File: src/rtl/alu_exec_responder.sv
// Execute-stage ALU responder: one registered result per accepted request,
// plus the Y86-style ZF/SF/OF condition-code register and an accept counter.
//
// state | meaning
// EMPTY | no result held; in_ready=1
// FULL  | result held in out/OF_FLAG until out_ready; refills on the drain edge
module alu_exec_responder #(
    parameter int WIDTH = 64,
    parameter int CNT_W = 16
) (
    input  logic             clk,
    input  logic             rst_n,
    input  logic             in_valid,
    output logic             in_ready,
    input  logic [WIDTH-1:0] in1,
    input  logic [WIDTH-1:0] in2,
    input  logic [1:0]       alu_fun,
    input  logic             set_cc,
    output logic             out_valid,
    input  logic             out_ready,
    output logic [WIDTH-1:0] out,
    output logic             OF_FLAG,
    output logic             cc_zf,
    output logic             cc_sf,
    output logic             cc_of,
    output logic [CNT_W-1:0] txn_count
);

    localparam int MSB = WIDTH - 1;

    typedef enum logic {EMPTY, FULL} state_t;

    state_t             state_q, state_d;
    logic [WIDTH-1:0]   out_q, out_d;
    logic               of_q, of_d;
    logic               zf_q, zf_d;
    logic               sf_q, sf_d;
    logic               ccof_q, ccof_d;
    logic [CNT_W-1:0]   cnt_q, cnt_d;
    logic [WIDTH-1:0]   res;
    logic               ovf;
    logic               accept;

    assign in_ready = (state_q == EMPTY) || out_ready;
    assign accept   = in_valid && in_ready;

    always_comb begin
        res = '0;
        ovf = 1'b0;
        case (alu_fun)
            2'b00: begin
                res = in1 + in2;
                ovf = (in1[MSB] == in2[MSB]) && (res[MSB] != in1[MSB]);
            end
            2'b01: begin
                res = in1 - in2;
                ovf = (in1[MSB] != in2[MSB]) && (res[MSB] != in1[MSB]);
            end
            2'b10:   res = in1 & in2;
            default: res = in1 ^ in2;
        endcase
    end

    always_comb begin
        state_d = state_q;
        out_d   = out_q;
        of_d    = of_q;
        zf_d    = zf_q;
        sf_d    = sf_q;
        ccof_d  = ccof_q;
        cnt_d   = cnt_q;
        case (state_q)
            EMPTY:   if (in_valid) state_d = FULL;
            FULL:    if (out_ready && !in_valid) state_d = EMPTY;
            default: state_d = EMPTY;
        endcase
        // All datapath loads are gated by accept so idle-bus X never reaches state.
        if (accept) begin
            out_d = res;
            of_d  = ovf;
            cnt_d = cnt_q + CNT_W'(1);
            if (set_cc) begin
                zf_d   = (res == '0);
                sf_d   = res[MSB];
                ccof_d = ovf;
            end
        end
    end

    always_ff @(posedge clk or negedge rst_n) begin
        if (!rst_n) begin
            state_q <= EMPTY;
            out_q   <= '0;
            of_q    <= 1'b0;
            zf_q    <= 1'b1;
            sf_q    <= 1'b0;
            ccof_q  <= 1'b0;
            cnt_q   <= '0;
        end else begin
            state_q <= state_d;
            out_q   <= out_d;
            of_q    <= of_d;
            zf_q    <= zf_d;
            sf_q    <= sf_d;
            ccof_q  <= ccof_d;
            cnt_q   <= cnt_d;
        end
    end

    assign out_valid = (state_q == FULL);
    assign out       = out_q;
    assign OF_FLAG   = of_q;
    assign cc_zf     = zf_q;
    assign cc_sf     = sf_q;
    assign cc_of     = ccof_q;
    assign txn_count = cnt_q;

endmodule

File: config.mk
export PLATFORM = sky130hd
export DESIGN_NAME = alu_exec_responder
export DESIGN_NICKNAME = d
export VERILOG_FILES = /design/src/rtl/alu_exec_responder.sv
export SDC_FILE = /design/constraint.sdc
export NUM_CORES = 1
export LEC_CHECK = 0
export ABC_AREA = 1
export CAP_MARGIN = 5
export CORE_ASPECT_RATIO = 1.4
export CORE_MARGIN = 2
export CORE_UTILIZATION = 55
export CTS_CLUSTER_SIZE = 25
export DETAILED_ROUTE_END_ITERATION = 8
export PLACE_DENSITY = 0.79
export REMOVE_ABC_BUFFERS = 1
export SLEW_MARGIN = 10
export SYNTH_ARGS = -nofsm -noshare
export SYNTH_HDL_FRONTEND = slang
export SYNTH_SLANG_ARGS = --single-unit
export TNS_END_PERCENT = 1
File: constraint.sdc
create_clock -name clk -period 4.25 [get_ports clk]
set_input_delay 0.85 -clock clk [delete_from_list [all_inputs] [get_ports clk]]
set_output_delay 0.85 -clock clk [all_outputs]
set_load 0.02 [all_outputs]
==> results.txt, run 1 <==
Top-area cell type share of the netlist area: 0.267
Chip Width: 155 microns
Synth area leaders: nand2_1 (27%), inv_1 (13%), dfrtp_1 (12%)
Largest net degree at the start of global routing: 106
GRT Util Overall: 0.623
H-tree levels: 3
Adder-cell share of the synthesized area: 0.0948
First-pass GRT wire length: 155 mm
CTS Buffer Depth: 2
Clock root cell: clkbuf_16
Synth Area in XOR/XNOR: 0.00853
Yosys top cell by area: nand2_1
Synth Area per Inst: 5.27 sq um
Chip height: 215 microns
CTS buffer count: 9
FFs w/ async S/R, synth: 1.00
DP HPWL: 76.1 mm
Mapped Area: 17500 sq um
PostCTS Resize Cnt: 0
Largest family of logic cells by synthesized area: simple AND/OR/NAND/NOR gates
Sequential-to-total area share from yosys stat: 0.122
Post-CTS Hold Fix Bufs: 0
IO buf count: 220
Complex-gate fraction of the synthesized area: 0.0910
I/O pin cnt: 221
Cells after Synth: 3311
Most used flip-flop cell after synthesis: dfrtp_1
GR Overflow Total: 121
Ys Warns: 0
Placed cell area: 21800 sq um
Clk sink count: 85
Yosys reg bits: 85
Last stage: 5_1_grt
Placer Congestion: 1.21
Post-synth EDFFs: 0
Post-synthesis mux area share: 0
Status: aborted with a tool error
Row count: 77
Setup WS pre-CTS: -0.0836 ns
Post-CTS Setup Bufs: 0
Netlist cell types: 46
First Err: [ERROR GRT-0116] Global routing finished with congestion. Check the congestion regions in the DRC Viewer.
Simple-Gate Fraction of Synth Area: 0.506
Initial Utilization: 0.556
Vias in the first global route: 24700
[cells by family after synthesis]
group | Yosys count
simple gates | 2040
buf+inv | 751
fa+ha+maj | 131
xor+xnor | 17
compound gates | 287
flops | 85
[cell usage after synthesis (all sizes together), types with 2 or more instances]
cell type / count
ha: 129
o21a: 4
nand2: 1293
nor3: 26
buf: 75
nor2: 308
dfrtp: 84
a21oi: 123
o21ai: 128
inv: 642
xnor2: 3
nor4: 7
clkinv: 8
nand3b: 3
xor2: 14
nand3: 327
fa: 2
o21bai: 25
clkbuf: 26
o2111ai: 4
nand4: 62
and2: 12
[metrics by stage]
step	cells	util	setup TNS [ns]
CTS	4132	0.704	0
detailed placement	4116	0.694	-0.0836
floorplan	3210	-	0
global placement	4116	0.694	-0.0950
[layer usage]
layer,track usage,GRT overflow
met5,0.0372,0
met4,0.646,53
met3,0.346,4
met2,0.863,64
met1,0.633,0
==> inputs of run 2 (changes only) <==
Settings changed: CORE_ASPECT_RATIO 1.4 to unset, CORE_UTILIZATION 55 to 40, CTS_CLUSTER_SIZE 25 to unset, PLACE_DENSITY 0.79 to unset, PLACE_DENSITY_LB_ADDON set to 0.15.
==> results.txt, run 2 <==
Status: completed
DRT iter0 DRCs: 2699
Ys Warns: 0
FFs w/ async S/R, synth: 1.00
CP most frequent cell: nand2_1
Simple-Gate Fraction of Synth Area: 0.506
Final setup viols: 0
Detailed Routing Iterations Pass 1: 6
DRC: 0
Initial antenna violation count: 1
Commonest non-fill, non-tap cell in the layout: nand2_1
Hold crit path type: reg2reg
Max Clock Skew: 0.00700 ns
Worst Max-Slew Pin Slew: 0.905 ns
DR WL met3: 10.2 mm
Maximum vdd drop: 0.393 mV
Slowest-stage cell, CP: clkdlybuf4s50_1
RSZ-0062 raised after global routing: no
First-pass GRT wire length: 129 mm
Fin crit period: 4.05 ns
FF-to-FF End: txn_count[13]$_DFFE_PN0P_
Synth Area in XOR/XNOR: 0.00853
Largest net degree at the start of global routing: 106
Hold Crit Depth: 1
Most used flip-flop cell after synthesis: dfrtp_1
Period utilization: 0.953
Max Cap Viol: 0
Post-CTS Hold Fix Bufs: 0
Clock root cell: clkbuf_16
Area grow syn2layout: 31.5%
DR vias: 23000
Post-route ant nets: 0
Synth area leaders: nand2_1 (27%), inv_1 (13%), dfrtp_1 (12%)
Reg-to-reg slack, setup: 1.80 ns
Die footprint: 45300 sq um
Yosys top cell by area: nand2_1
Critical path buffers and inverters: 4
Complex-gate fraction of the synthesized area: 0.0910
Clk sink count: 85
CTS Buffer Depth: 2
Yosys reg bits: 85
CP Cell Sequence: clkdlybuf4s50_1, inv_1, ha_1, nand2_2, buf_4, nor2_2, inv_2, nor2_1, nand2_1, nor3_1, nand2_1, nand2_1, nand2_1, nand3_1, nand3_1, nand2_1, nand2_1, nor2_1, nand3_1, nor2_1, nand2_1, nand2_1
Cells after Synth: 3311
Sequential-to-total area share from yosys stat: 0.122
Final Util: 0.533
Largest family of logic cells by synthesized area: simple AND/OR/NAND/NOR gates
Post-synth top cells: nand2_1 (1243), inv_1 (595), nand3_1 (317)
Chip height: 213 microns
Reg2Reg Depth: 9
Core ar.: 43100 sq um
CP arrival: 4.35 ns
Worst path depth: 22
Hold Fails Final Rpt: 0
M1 WL: 38.0 mm
Mapped Area: 17500 sq um
Row count: 76
Hold_ws: 0.469 ns
Clock Latency Late Sink: 0.36 ns
Crit end category: flip-flop
Pwr dens: 237 nW/um^2
Critical Path RT: 4.55 ns
Highest routed metal layer: met5
Layout cells sized above 1: 0.151
Final net count: 4060
Initial Utilization: 0.405
CTS buffer count: 9
Setup crit start kind: input port
Netlist cell types: 46
IO buf count: 220
Largest register FFs: 64
Crit-path leading delay family: simple AND/OR/NAND/NOR gates
Drt total wl: 88.9 mm
Pwr Total: 0.00545 W
Post-synth EDFFs: 0
ANT cells: 0
Adder-cell share of the synthesized area: 0.0948
Chip Width: 213 microns
Hold path startpoint: txn_count[15]$_DFFE_PN0P_
DP HPWL: 77.1 mm
GR Overflow Total: 0
I/O pin cnt: 221
Pleak: 12.9 nW
Synth Area per Inst: 5.27 sq um
Clock slew seen by the registers of the worst setup and hold paths: 0.06 ns
CP max FO: 7
Top-area cell type share of the netlist area: 0.267
Critical path class: in2reg
Fmax: 247 MHz
R2R Path Start: out_valid$_DFF_PN0_
Slew Viols, Final: 0
Most common cell in the netlist: nand2_1
GRT Util Overall: 0.386
Placer Congestion: 1.06
Post-DR vias/cell: 5.24
Post-DR wirelength/cell: 20.3 microns
Slew HR: 0.396
End of the critical path: cc_zf$_DFFE_PN1P_
Most frequent cells in the layout: nand2_1 (1243), inv_1 (595), buf_4 (334)
Crit-path max cell delay: 0.57 ns
Metal2 WL: 37.5 mm
Setup crit start: in2[30]
Post-synthesis mux area share: 0
Vias in the first global route: 21500
H-tree levels: 3
TritonCTS clock tree: yes
run 2: cell counts after synthesis:
No cell type changed its count.
run 2: metal layers:
| layer | vias up | global-route usage |
|---|---|---|
| met4 | 2 | 0.136 |
| met5 | - | 0 |
| met3 | 158 | 0.0828 |
| met2 | 1176 | 0.595 |
| met1 | 10500 | 0.530 |
| li1 | 11100 | - |
run 2: where the power goes:
part           leakage, nW  internal [W]  total [W]  switching [W]
clock                0.151      0.000463   0.000812       0.000349
combinational         11.6       0.00139    0.00357        0.00218
sequential            1.06      0.000956    0.00106       0.000109
run 2: stage by stage:
stage	cells	instance area (sq um)	setup TNS [ns]	worst slack [ns]
after floorplan	3210	16800	0	0.350
after detailed placement	4367	22600	-0.132	-0.132
after global placement	4367	22600	-0.173	-0.173
final	4384	23000	0	0.199
after global routing	4384	23000	0	0.00421
after CTS	4383	22900	0	0.238
run 2: cell families (layout without fill, tap and decap cells):
logic type,after synthesis,count (layout)
adders and majority gates,131,131
xor gates and xnor gates,17,17
buffers and inverters,751,1239
AOI/OAI and AO/OA,287,287
DFF,85,85
and+or+nand+nor,2040,2040
run 2: cell type report:
cell class / count / area, sq um
fill: 4552 / 20100
timing repair buffer: 573 / 5100
clock buffer: 9 / 225
sequential: 85 / 2130
tap: 585 / 732
inverter: 650 / 2440
clock inverter: 7 / 78.8
multi-input combinational: 2475 / 12300
run 2: how the worst min path moves through the flow:
stage | endpoint | slack (ns)
CTS | txn_count[15]$_DFFE_PN0P_ | 0.47
floorplan | cc_zf$_DFFE_PN1P_ | 0.50
finish | txn_count[15]$_DFFE_PN0P_ | 0.47
detailed placement | txn_count[15]$_DFFE_PN0P_ | 0.47
global placement | txn_count[15]$_DFFE_PN0P_ | 0.46
global route | OF_FLAG$_DFFE_PN0P_ | 0.49
run 2: timing repair:
action | CTS | global route
setup buffers | 0 | 1
endpoints found under the hold margin | 0 | 0
setup endpoints to repair | 0 | 1
resized for setup | 0 | 2
Note: power is estimated with default switching activity, not from simulation.
